`config.mk`:
```
export PLATFORM = sky130hd
export DESIGN_NAME = div_unit
export DESIGN_NICKNAME = d
export VERILOG_FILES = /design/src/rtl/div_unit_pkg.sv /design/src/rtl/div_step.sv /design/src/rtl/div_unit.sv
export SDC_FILE = /design/constraint.sdc
export NUM_CORES = 1
export LEC_CHECK = 0
export CAP_MARGIN = 15
export CORE_AREA = 4 4 155 157
export CTS_BUF_LIST = sky130_fd_sc_hd__clkbuf_4 sky130_fd_sc_hd__clkbuf_8
export DETAILED_ROUTE_END_ITERATION = 10
export DIE_AREA = 0 0 159 161
export HOLD_SLACK_MARGIN = 0.05
export PLACE_DENSITY_LB_ADDON = 0.15
export SYNTH_ARGS = -nofsm -noshare
export SYNTH_HDL_FRONTEND = slang
export SYNTH_HIERARCHICAL = 1
export SYNTH_SLANG_ARGS = --single-unit
```
`constraint.sdc`:
```
create_clock -name clk -period 4.5 [get_ports clk]
set_input_delay 0.9 -clock clk [delete_from_list [all_inputs] [get_ports clk]]
set_output_delay 0.9 -clock clk [all_outputs]
set_load 0.01 [all_outputs]
```
`src/rtl/div_unit_pkg.sv`:
```
// ============================================================================
//  Module   : div_unit_pkg
//  Purpose  : Shared definitions for the iterative restoring divider:
//             operand width, step-counter width and FSM state encodings.
//  Revision : 1.0  initial release
// ============================================================================
`default_nettype none

package div_unit_pkg;

    // Number of bits needed to count 0 .. w-1 divider steps.
    function automatic int cnt_width(input int w);
        return (w > 1) ? $clog2(w) : 1;
    endfunction

    localparam int DIV_W     = 32;
    localparam int DIV_CNT_W = cnt_width(DIV_W);

    typedef enum logic [2:0] {
        S_IDLE = 3'd0,
        S_PREP = 3'd1,
        S_RUN  = 3'd2,
        S_FIX  = 3'd3,
        S_DONE = 3'd4
    } div_state_e;

endpackage

`default_nettype wire

```
`src/rtl/div_step.sv`:
```
// ============================================================================
//  Module   : div_step
//  Purpose  : One combinational restoring-division step. Shifts the next
//             dividend bit into the partial remainder, trial-subtracts the
//             divisor and uses the borrow to keep or restore the remainder.
//  Ports    : rem_part  in  W  current partial remainder (always < dvs)
//             dvd_msb   in  1  dividend bit shifted in this step
//             dvs       in  W  divisor magnitude
//             rem_next  out W  partial remainder after this step
//             q_bit     out 1  quotient bit produced by this step
//  Revision : 1.0  initial release
// ============================================================================
`default_nettype none

module div_step
    import div_unit_pkg::*;
#(
    parameter int W = DIV_W
) (
    input  logic [W-1:0] rem_part,
    input  logic         dvd_msb,
    input  logic [W-1:0] dvs,
    output logic [W-1:0] rem_next,
    output logic         q_bit
);

    // The shifted remainder can reach W+1 bits (rem_part < dvs <= 2^W-1),
    // so the trial subtraction carries one extra bit to hold the borrow.
    logic [W:0]   w_shift;
    logic [W+1:0] w_trial;
    logic         w_borrow;
    logic         w_unused_hi;

    assign w_shift  = {rem_part, dvd_msb};
    assign w_trial  = {1'b0, w_shift} - {2'b00, dvs};
    assign w_borrow = w_trial[W+1];

    // Either kept value is below dvs, so the top bits are always zero.
    assign rem_next = w_borrow ? w_shift[W-1:0] : w_trial[W-1:0];
    assign q_bit    = ~w_borrow;

    assign w_unused_hi = ^{w_shift[W], w_trial[W]};

endmodule

`default_nettype wire

```
`src/rtl/div_unit.sv`:
```
// ============================================================================
//  Module   : div_unit
//  Purpose  : Iterative W-bit restoring divider for DIV/DIVU. Quotient is
//             intended for LO, remainder for HI.
//             FSM: IDLE -> PREP -> RUN (W steps) -> FIX -> DONE -> IDLE.
//             A zero divisor goes PREP -> DONE directly.
//  Config   : SIGNED_DIV_EN - when defined, is_signed selects two's
//             complement division (magnitudes in PREP, sign fix in FIX).
//             When undefined every operation is unsigned; PREP and FIX
//             remain as pass-through cycles so latency is unchanged.
//  Ports    : clk        in   1  rising-edge clock
//             rst        in   1  synchronous active-high reset
//             start      in   1  division request, sampled only in IDLE
//             is_signed  in   1  1 = DIV, 0 = DIVU
//             dividend   in   W  numerator, captured on accepted start
//             divisor    in   W  denominator, captured on accepted start
//             busy       out  1  high in PREP, RUN and FIX
//             done       out  1  one-cycle result-valid pulse
//             quot       out  W  quotient, held until next result
//             rem        out  W  remainder, held until next result
//             div0       out  1  divisor was zero, valid with done
//  Revision : 1.0  initial release
// ============================================================================
`default_nettype none

module div_unit
    import div_unit_pkg::*;
#(
    parameter int W = DIV_W
) (
    input  logic         clk,
    input  logic         rst,
    input  logic         start,
    input  logic         is_signed,
    input  logic [W-1:0] dividend,
    input  logic [W-1:0] divisor,
    output logic         busy,
    output logic         done,
    output logic [W-1:0] quot,
    output logic [W-1:0] rem,
    output logic         div0
);

    // The default width reuses the shared constant.
    localparam int CNT_W = (W == DIV_W) ? DIV_CNT_W : cnt_width(W);
    localparam logic [CNT_W-1:0] c_LAST_STEP = CNT_W'(W - 1);

    div_state_e r_state;
    div_state_e w_state_next;

    // r_dvd holds the dividend, then its magnitude, and during RUN it shifts
    // out dividend bits at the top while quotient bits enter at the bottom.
    logic [W-1:0]     r_dvd;
    logic [W-1:0]     r_dvs;
    logic [W-1:0]     r_rem_part;
    logic [CNT_W-1:0] r_cnt;
    logic             r_q_neg;
    logic             r_r_neg;
    logic [W-1:0]     r_quot;
    logic [W-1:0]     r_rem;
    logic             r_div0;

    logic             w_signed;
    logic             w_dvd_neg;
    logic             w_dvs_neg;
    logic [W-1:0]     w_dvd_mag;
    logic [W-1:0]     w_dvs_mag;
    logic             w_dvs_zero;
    logic [W-1:0]     w_rem_next;
    logic             w_q_bit;
    logic [W-1:0]     w_quot_fix;
    logic [W-1:0]     w_rem_fix;

`ifdef SIGNED_DIV_EN
    logic r_is_signed;
    assign w_signed = r_is_signed;
`else
    logic w_unused_is_signed;
    assign w_signed           = 1'b0;
    assign w_unused_is_signed = is_signed;
`endif

    // ------------------------------------------------------------------
    // Operand conditioning and result sign correction.
    // The magnitude of the most negative value wraps to itself, which is
    // the correct magnitude when read as unsigned.
    // ------------------------------------------------------------------
    always_comb begin
        w_dvd_neg  = w_signed & r_dvd[W-1];
        w_dvs_neg  = w_signed & r_dvs[W-1];
        w_dvd_mag  = w_dvd_neg ? -r_dvd : r_dvd;
        w_dvs_mag  = w_dvs_neg ? -r_dvs : r_dvs;
        w_dvs_zero = (r_dvs == '0);
        w_quot_fix = r_q_neg ? -r_dvd : r_dvd;
        w_rem_fix  = r_r_neg ? -r_rem_part : r_rem_part;
    end

    div_step #(
        .W (W)
    ) u_step (
        .rem_part (r_rem_part),
        .dvd_msb  (r_dvd[W-1]),
        .dvs      (r_dvs),
        .rem_next (w_rem_next),
        .q_bit    (w_q_bit)
    );

    // ------------------------------------------------------------------
    // State register
    // ------------------------------------------------------------------
    always_ff @(posedge clk) begin
        if (rst) begin
            r_state <= S_IDLE;
        end else begin
            r_state <= w_state_next;
        end
    end

    // ------------------------------------------------------------------
    // Next state and status outputs
    // ------------------------------------------------------------------
    always_comb begin
        w_state_next = r_state;
        busy         = 1'b0;
        done         = 1'b0;
        case (r_state)
            S_IDLE: begin
                if (start) begin
                    w_state_next = S_PREP;
                end
            end
            S_PREP: begin
                busy         = 1'b1;
                w_state_next = w_dvs_zero ? S_DONE : S_RUN;
            end
            S_RUN: begin
                busy = 1'b1;
                if (r_cnt == c_LAST_STEP) begin
                    w_state_next = S_FIX;
                end
            end
            S_FIX: begin
                busy         = 1'b1;
                w_state_next = S_DONE;
            end
            S_DONE: begin
                done         = 1'b1;
                w_state_next = S_IDLE;
            end
            default: begin
                w_state_next = S_IDLE;
            end
        endcase
    end

    // ------------------------------------------------------------------
    // Datapath registers
    // ------------------------------------------------------------------
    always_ff @(posedge clk) begin
        if (rst) begin
            r_dvd      <= '0;
            r_dvs      <= '0;
            r_rem_part <= '0;
            r_cnt      <= '0;
            r_q_neg    <= 1'b0;
            r_r_neg    <= 1'b0;
            r_quot     <= '0;
            r_rem      <= '0;
            r_div0     <= 1'b0;
`ifdef SIGNED_DIV_EN
            r_is_signed <= 1'b0;
`endif
        end else begin
            case (r_state)
                S_IDLE: begin
                    if (start) begin
                        r_dvd <= dividend;
                        r_dvs <= divisor;
`ifdef SIGNED_DIV_EN
                        r_is_signed <= is_signed;
`endif
                    end
                end
                S_PREP: begin
                    r_dvd      <= w_dvd_mag;
                    r_dvs      <= w_dvs_mag;
                    r_q_neg    <= w_dvd_neg ^ w_dvs_neg;
                    // Truncating division: remainder follows the dividend.
                    r_r_neg    <= w_dvd_neg;
                    r_rem_part <= '0;
                    r_cnt      <= '0;
                    if (w_dvs_zero) begin
                        // r_dvd still holds the raw captured dividend here.
                        r_quot <= '1;
                        r_rem  <= r_dvd;
                        r_div0 <= 1'b1;
                    end
                end
                S_RUN: begin
                    r_rem_part <= w_rem_next;
                    r_dvd      <= {r_dvd[W-2:0], w_q_bit};
                    r_cnt      <= r_cnt + 1'b1;
                end
                S_FIX: begin
                    r_quot <= w_quot_fix;
                    r_rem  <= w_rem_fix;
                    r_div0 <= 1'b0;
                end
                default: begin
                end
            endcase
        end
    end

    assign quot = r_quot;
    assign rem  = r_rem;
    assign div0 = r_div0;

endmodule

`default_nettype wire

```
Word level (Yosys, flattened, before mapping)
Cells that the tools add are included.
{ "totals": {"reg_bits": 169, "output_inout_bits": 67} }
{ "op_classes": {"addsub": 2, "n_eq_ne": 8, "muxes": 17, "bitwise": 1, "n_reduce_logical": 10} }
{ "ops": {"columns": ["op", "count"], "rows": [
  ["$pmux 32 s2", 4],
  ["$mux 32", 4],
  ["$sub 33x32->34", 1],
  ["$logic_not 32->1", 1],
  ["$pmux 3 s4", 1],
  ["$pmux 5 s2", 1],
  ["$mux 3", 3],
  ["$reduce_and 2->1", 4],
  ["$eq 3x2->1 const B", 2],
  ["$ne 2x2->1 const B", 3],
  ["$reduce_bool 2->1", 3],
  ["$add 5x1->5 const B", 1],
  ["$eq 5x5->1 const B", 1],
  ["$eq 3x1->1 const B", 1],
  ["$eq 3x3->1 const B", 1],
  ["$logic_not 3->1", 1],
  ["$mux 1", 3],
  ["$reduce_or 3->1", 1],
  ["$pmux 1 s2", 1],
  ["$not 1->1", 1]
]} }

Logic depth before layout (Yosys ltp)
Gate-level depths: netlist of run 1.
{ "depth": {"depth_word": 3, "depth_mapped": 14, "depth_no_buf": 13} }

By module
Netlist of run 1, hierarchy kept.
{ "modules_own_cells": {"columns": ["mod", "n_inst", "cells_each", "area_each_um2", "seq_area_each_um2"], "rows": [
  ["div_unit", 1, 871, 7564.8, 3383.2],
  ["div_step", 1, 373, 2429.8, 0.0]
]} }

Worst setup path after synthesis of run 1
OpenSTA, ideal clock, no wires.
{ "synth_path": {"path_kind": "reg2reg", "start": "reg r_dvd[31]", "end": "reg r_rem_part[22]", "setup_ns": 0.128, "t_arrival_ns": 2.403, "required_time_ns": 4.372, "path_slack_ns": 1.969, "stages_incl_launch_ff": 14, "path_buffers": 0, "period_less_slack_ns": 2.531, "path_cell_list": "dfxtp_1 -> inv_1 -> ha_1 -> inv_1 -> fa_1 -> a21o_1 -> a31oi_4 -> nor3_2 -> a31oi_2 -> o21a_2 -> xnor2_1 -> mux2_4 -> a22oi_1 -> nor2_1"} }
{ "synth_between": {"elab_chain_cells": 3} }
{ "synth_lines": {"columns": ["element", "line_no", "rtl"], "rows": [
  ["from (decl)", "div_unit.sv:53", "logic [W-1:0] r_dvd;"],
  ["from (signal assigned)", "div_unit.sv:177", "r_dvd <= dividend;"],
  ["from (signal assigned)", "div_unit.sv:185", "r_dvd <= w_dvd_mag;"],
  ["from (signal assigned)", "div_unit.sv:201", "r_dvd <= {r_dvd[W-2:0], w_q_bit};"],
  ["$sub 33x32->34", "div_step.sv:35", "assign w_trial = {1'b0, w_shift} - {2'b00, dvs};"],
  ["$mux 32", "div_step.sv:39", "assign rem_next = w_borrow ? w_shift[W-1:0] : w_trial[W-1:0];"],
  ["via w_rem_next[22]", "div_unit.sv:69", "logic [W-1:0] w_rem_next;"],
  ["$pmux 32 s2", "div_unit.sv:174", "case (r_state)"],
  ["to (signal assigned)", "div_unit.sv:200", "r_rem_part <= w_rem_next;"],
  ["to (decl)", "div_unit.sv:55", "logic [W-1:0] r_rem_part;"]
]} }
The timed path passes the listed nets, and every way through them passes these cells.
A chain may end at the register's enable or synchronous reset.

Final worst setup path of run 1
{ "layout_path": {"start": "reg r_dvs[4]", "end": "reg r_rem_part[31]"} }
{ "layout_between": {"elab_chain_cells": 3} }
{ "layout_lines": {"columns": ["element", "line_no", "rtl"], "rows": [
  ["from (decl)", "div_unit.sv:54", "logic [W-1:0] r_dvs;"],
  ["from (signal assigned)", "div_unit.sv:178", "r_dvs <= divisor;"],
  ["from (signal assigned)", "div_unit.sv:186", "r_dvs <= w_dvs_mag;"],
  ["$sub 33x32->34", "div_step.sv:35", null],
  ["$mux 32", "div_step.sv:39", null],
  ["via w_rem_next[31]", "div_unit.sv:69", null],
  ["$pmux 32 s2", "div_unit.sv:174", null]
]} }
The timed path passes the listed nets, and every way through them passes these cells.

==> results of run 1 <==
[kinds of logic after synthesis]
| logic type | Yosys count |
|---|---|
| muxes | 81 |
| adders and majority gates | 35 |
| DFF | 169 |
| xor gates and xnor gates | 22 |
| and+or+nand+nor | 418 |
| buffers and inverters | 143 |
| AOI/OAI and AO/OA | 376 |
[per-layer routing]
layer,share of wire,global-route usage
met5,0,0
met4,0.020,0.0588
met3,0.039,0.0350
met2,0.49,0.380
met1,0.45,0.289
[area by class of cell]
class | instances | area, sq um | share of cell area
Inverter | 44 | 165 | 0.0141
Multi-Input combinational cell | 932 | 5910 | 0.505
Clock inverter | 14 | 170 | 0.0145
Timing Repair Buffer | 151 | 1480 | 0.126
Tap cell | 285 | 357 | 0.0304
Sequential cell | 169 | 3380 | 0.289
Clock buffer | 18 | 248 | 0.0211
[registers in the layout, indices dropped and copies added, names as in the netlist]
name        count
r_cnt           5
r_dvs          32
quot           32
div0            1
r_state         3
r_dvd          32
r_rem_part     32
rem            32
[metrics by stage]
stage | power [mW] | utilization
floorplan | 2.42 | -
global placement | 2.69 | 0.502
detailed placement | 2.70 | 0.502
CTS | 3.83 | 0.521
global route | 4.00 | 0.521
finish | 3.81 | 0.521
[path summary, 6_finish.rpt]
| kind | to | slack [ns] | cells past startpoint |
|---|---|---|---|
| max | r_rem_part[31]$_SDFFE_PP0P_ | 1.30 | 12 |
| max reg2reg | r_rem_part[31]$_SDFFE_PP0P_ | 1.30 | 12 |
| min | r_cnt[3]$_SDFFE_PP0P_ | 0.47 | 1 |
| min reg2reg | r_cnt[3]$_SDFFE_PP0P_ | 0.47 | 1 |
[power by group]
| part | switching, mW | internal [mW] | total (mW) |
|---|---|---|---|
| registers | 0.0971 | 1.57 | 1.67 |
| clock network | 0.700 | 0.442 | 1.14 |
| logic | 0.608 | 0.397 | 1.01 |
| total | 1.41 | 2.41 | 3.81 |
[critical path, delay by kind of cell (launching register included)]
kind	cells	cell delay [ns]
buffers and inverters	2	0.33
flip-flops	1	0.40
AO/OA/AOI/OAI	5	1.08
AND/OR/NAND/NOR	4	0.92
adder cells (fa/ha/maj)	1	0.39
[cell usage in the layout, fill, tap and decap left out, types with 6 or more instances in the layout]
cell               n
nand2_1          211
xnor2_1           13
ha_1              34
a21o_1            13
o21ai_1           12
inv_1             42
nor2_1           139
mux2_2            20
dfxtp_1          168
nor4_1             9
clkbuf_8          18
and3_1             6
mux2i_1           45
buf_4             18
o221a_1           21
nand3_1           10
a31oi_1            7
xor2_1             9
nor3_1             6
a22oi_1           35
o21ai_0           73
clkdlybuf4s50_1  132
o2111ai_1         34
a311oi_1          31
mux2_1            14
a21oi_1           99
==> impl_results.md, run 1 <==
* Clock latency on the worst-skew pair at 0.48 ns
* Clock tree buffer depth at 2
* Mapped Cells at about 1200
* Asr flop ratio synth at 0
* CP Class: flop to flop
* Main combinational cell family by area after synthesis: compound AO/OA/AOI/OAI gates
* Core area at 22500 sq um
* Via density at between 5 and 6
* Yosys warns at 6
* Startpoint types: flop
* Num ports at approximately 140
* Max Freq at 0.312 GHz
* Post-Syn Nets at 1347
* HPWL Detailed at 20100 um
* Reg2reg start: r_dvs[4]$_SDFFE_PP0P_
* Top FF cell, synth: dfxtp_1
* Syn Area/Cell at 8.03 sq um
* IO buf count at between 100 and 150
* Place WS at 1.42 ns
* Initial core utilization at 0.444
* Via count at 9292
* Synth Cell Area at 9990 sq um
* ANT cells at 0
* Post-Synth Simple-Gate Area at 0.178
* DRC violations left at 0
* Worst Path Required at 4.90 ns
* CTS tree: built
* Global Route Usage Sum at 0.221
* Setup_tns at 0 ns
* Crit-path cells: inv_1 > ha_1 > a21oi_1 > nand2_1 > o21ai_1 > a311oi_2 > nor3_4 > inv_2 > and4b_1 > a211oi_2 > a22oi_1 > nor2_1
* XOR/XNOR Fraction of Synth Area at 0.0193
* Synth area leaders: dfxtp_1, nand2_1, nor2_1
* Max Cap Viol at 0
* Vias in the first global route at 8781
* Post-synth EDFFs at 0
* Post-CTS setup buffers at 0
* Max H-tree Level at 4
* Chip width at 159 um
* Synth Area in Compound Gates at 0.262
* Gp weighted congestion at 0.856
* Clock skew at about 0.023 ns
* Leak pwr at 4.50 nW
* Clock period minus worst slack at 3.20 ns
* Initial antenna violation count at 0
* Status: completed
* Placed Area at 11300 sq um
* Clk root buf: clkbuf_8
* Crit end category: flop
* Relative slew slack at 0.310
* Nets@finish at 1418
* Clk slew on worst S/H paths at 0.11 ns
* Post-synthesis mux area share at 0.0864
* Slew Limit Fails at 0
* Post-synth top cells: nand2_1, dfxtp_1, nor2_1, a21oi_1, o21ai_0
* Final setup fails at 0
* Routed wire length at around 29000 um
* Row count at 55
* Peak supply drop at 0.163 mV
* Hold WS at 0.473 ns
* Crit path launch: r_dvs[4]$_SDFFE_PP0P_
* Drt pass-1 iters at 5
* Iter 0 DRT Violations at 600
* Number of buffers created by CTS at 17
* Post-Synth Adder-Cell Area at 0.0446
* Post-Place Cells at 1581
* Fin worst setup slack at 1.30 ns
* Register area share after synthesis at 0.339
* Fin cells at around 1600
* Mean routed wirelength per cell at 18.2 um
* Top-count cell post-synth: nand2_1
* CTS sink cnt at between 150 and 200
* Overflow left after global routing at 0
* Largest net degree at the start of global routing at 105
* Top cell type's share of synthesized area at 0.339
* Worst EP arrival at 3.60 ns
* Design area at 11700 sq um
* Largest fanout on the critical path at 14
* Share of cells above drive strength 1 at 0.0776
* Hold Path Class: flop to flop
* Final number of hold-violating endpoints at 0
* RSZ-0062 raised after global routing: no
* Tcrit/Tclk final at 0.711
* PD cells at 325 nW/um^2
* FF+latch count, synth at 169
* Post_cts resized at 0
* Synth area leader: dfxtp_1
* # fillers at approximately 2200
* Cell with the largest stage delay on the worst path: nor3_4
* P&R area growth vs syn at 17.2%
* Hold_buf cts at 0
* Final ANT Viol Nets at 0
* Slowest cell delay on critical path at 0.41 ns
* Tightest Pin Transition at 1.03 ns
* First-pass GRT wire length at between 40000 and 50000 um
* Post-synth cell types at 72
* HP Start: r_cnt[3]$_SDFFE_PP0P_
* Die height at 161 um
* Die Footprint at 25600 sq um
Note: power is estimated with default switching activity, not from simulation.
==> run 2, diff against run 1 <==
- clock period: 4.5 -> 3.3 ns (I/O delays scaled with it)
==> impl_results.md, run 2 (synthesis results as in run 1) <==
* Row count at 55 (unchanged)
* Routed wire length at 29500 um (+0.24%)
* DRC violations left at 0 (unchanged)
* Clock period minus worst slack at 2.90 ns (-0.303 ns)
* Vias in the first global route at 8799 (+0.20%)
* Post-CTS setup buffers at 0 (unchanged)
* Die height at 161 um (unchanged)
* Crit-path cells: ha_1 > inv_1 > fa_1 > a21o_1 > a31oi_4 > o21bai_1 > and3_1 > o41ai_2 > xor2_1 > o21ai_1 > a22oi_1 > nor2_1
* Largest net degree at the start of global routing at 59 (-44%)
* Met1 usage at 0.302 (+0.0125)
* Overflow left after global routing at 0 (unchanged)
* Cell with the largest stage delay on the worst path: fa_1
* First-pass GRT wire length at 47500 um (+1.4%)
* Max Cap Viol at 0 (unchanged)
* Mean routed wirelength per cell at 18.2 um (-0.38%)
* Hold_buf cts at 0 (unchanged)
* Status: completed
* IO buf count at 133 (unchanged)
* Met2 usage at 0.385 (+0.00447)
* Number of buffers created by CTS at 17 (unchanged)
* CP Class: flop to flop
* Hold Path Class: flop to flop
* Chip width at 159 um (unchanged)
* CTS sink cnt at 169 (unchanged)
* Via density at 5.76 (about the same)
* Startpoint types: flop
* Core area at 22500 sq um (unchanged)
* Most frequent cells in the layout: nand2_1, dfxtp_1, nor2_1
* P&R area growth vs syn at 18.1%
* Global Route Usage Sum at 0.224 (+0.00370)
* Gp weighted congestion at 0.884 (+3.3%)
* PD cells at 441 nW/um^2 (+35%)
* Clock tree buffer depth at 2 (unchanged)
* Relative slew slack at 0.445 (+0.135)
* Crit end category: flop
* Share of cells above drive strength 1 at 0.0845 (+0.00689)
* Clock skew at 0.0257 ns (+0.00315 ns)
* Post_cts resized at 0 (unchanged)
* Num ports at 135 (unchanged)
* Final core utilization at 0.525 (+0.00395)
* Slowest cell delay on critical path at 0.40 ns (about the same)
* Slew Limit Fails at 0 (unchanged)
* Worst Path Required at 3.65 ns (-1.25 ns)
* CTS tree: built
* Initial core utilization at 0.444 (unchanged)
* Peak supply drop at 0.249 mV (+53%)
* Via count at 9349 (+0.61%)
* RSZ-0062 raised after global routing: no
* Tightest Pin Transition at 0.833 ns (-0.199 ns)
* Tcrit/Tclk final at 0.878 (+0.167)
* Place WS at 0.432 ns (-0.985 ns)
* Drt pass-1 iters at 5 (unchanged)
* Final ANT Viol Nets at 0 (unchanged)
* Fin worst setup slack at 0.401 ns (-0.897 ns)
* Most common cell after layout, fill and taps aside: nand2_1
* Clk root buf: clkbuf_8
* Largest fanout on the critical path at 3 (-11)
* HPWL Detailed at 20700 um (+2.9%)
* Final number of hold-violating endpoints at 0 (unchanged)
* Worst EP arrival at 3.25 ns (-0.35 ns)
* Leak pwr at 4.55 nW (+1.2%)
* Clock latency on the worst-skew pair at 0.49 ns (about the same)
* ANT cells at 0 (unchanged)
* Iter 0 DRT Violations at 559 (-6.8%)
* GR peak layer: met2
* Clk slew on worst S/H paths at 0.10 ns (about the same)
* Nets@finish at 1428 (+0.71%)
* Initial antenna violation count at 0 (unchanged)
* Met3 usage at 0.0327 (-0.00230)
* Setup_tns at 0 ns (unchanged)
* Max H-tree Level at 4 (unchanged)
* Max Freq at 0.345 GHz (+10%)
* Final setup fails at 0 (unchanged)
* Die Footprint at 25600 sq um (unchanged)
run 2: final cells by class:
type                       count  area, sq um
clock inverter                14          170
inverter                      44          165
fill                        2233        10700
sequential                   169         3380
timing repair buffer         161         1580
tap                          285          357
multi-input combinational    932         5910
clock buffer                  18          241
run 2: critical path: cells and delay by family, from the launching register on:
kind                     cells  cell delay [ns]
AO/OA/AOI/OAI                6             1.29
adder cells (fa/ha/maj)      2             0.58
flip-flops                   1             0.39
AND/OR/NAND/NOR              2             0.29
XOR/XNOR                     1             0.18
buffers and inverters        1             0.05
run 2: where the power goes:
group | internal [mW] | switching [mW] | leakage [nW]
Sequential | 2.14 | 0.127 | 1.37
Clock | 0.590 | 0.942 | 0.208
Combinational | 0.565 | 0.839 | 2.97
run 2: path summary, 6_finish.rpt:
| kind | end | slack [ns] | depth (start not counted) | startpoint |
|---|---|---|---|---|
| min reg2reg | r_cnt[3]$_SDFFE_PP0P_ | 0.47 | 1 | r_cnt[3]$_SDFFE_PP0P_ |
| min | r_cnt[3]$_SDFFE_PP0P_ | 0.47 | 1 | r_cnt[3]$_SDFFE_PP0P_ |
| max | r_rem_part[28]$_SDFFE_PP0P_ | 0.40 | 12 | r_dvs[0]$_SDFFE_PP0P_ |
| max reg2reg | r_rem_part[28]$_SDFFE_PP0P_ | 0.40 | 12 | r_dvs[0]$_SDFFE_PP0P_ |
run 2: metrics by stage:
stage	area (sq um)	hold slack (ns)	std cells	total power [mW]
floorplan	9990	0.429	1244	3.30
CTS	11800	0.469	1623	5.23
global route	11800	0.498	1623	5.49
global placement	11400	0.450	1591	3.69
finish	11800	0.475	1623	5.20
detailed placement	11400	0.447	1591	3.70
run 2: layer usage:
| metal | share of wire | up-vias |
|---|---|---|
| met4 | 0.011 | 0 |
| met5 | 0 | - |
| met2 | 0.50 | 192 |
| met1 | 0.46 | 4491 |
| met3 | 0.037 | 23 |
| li1 | - | 4643 |
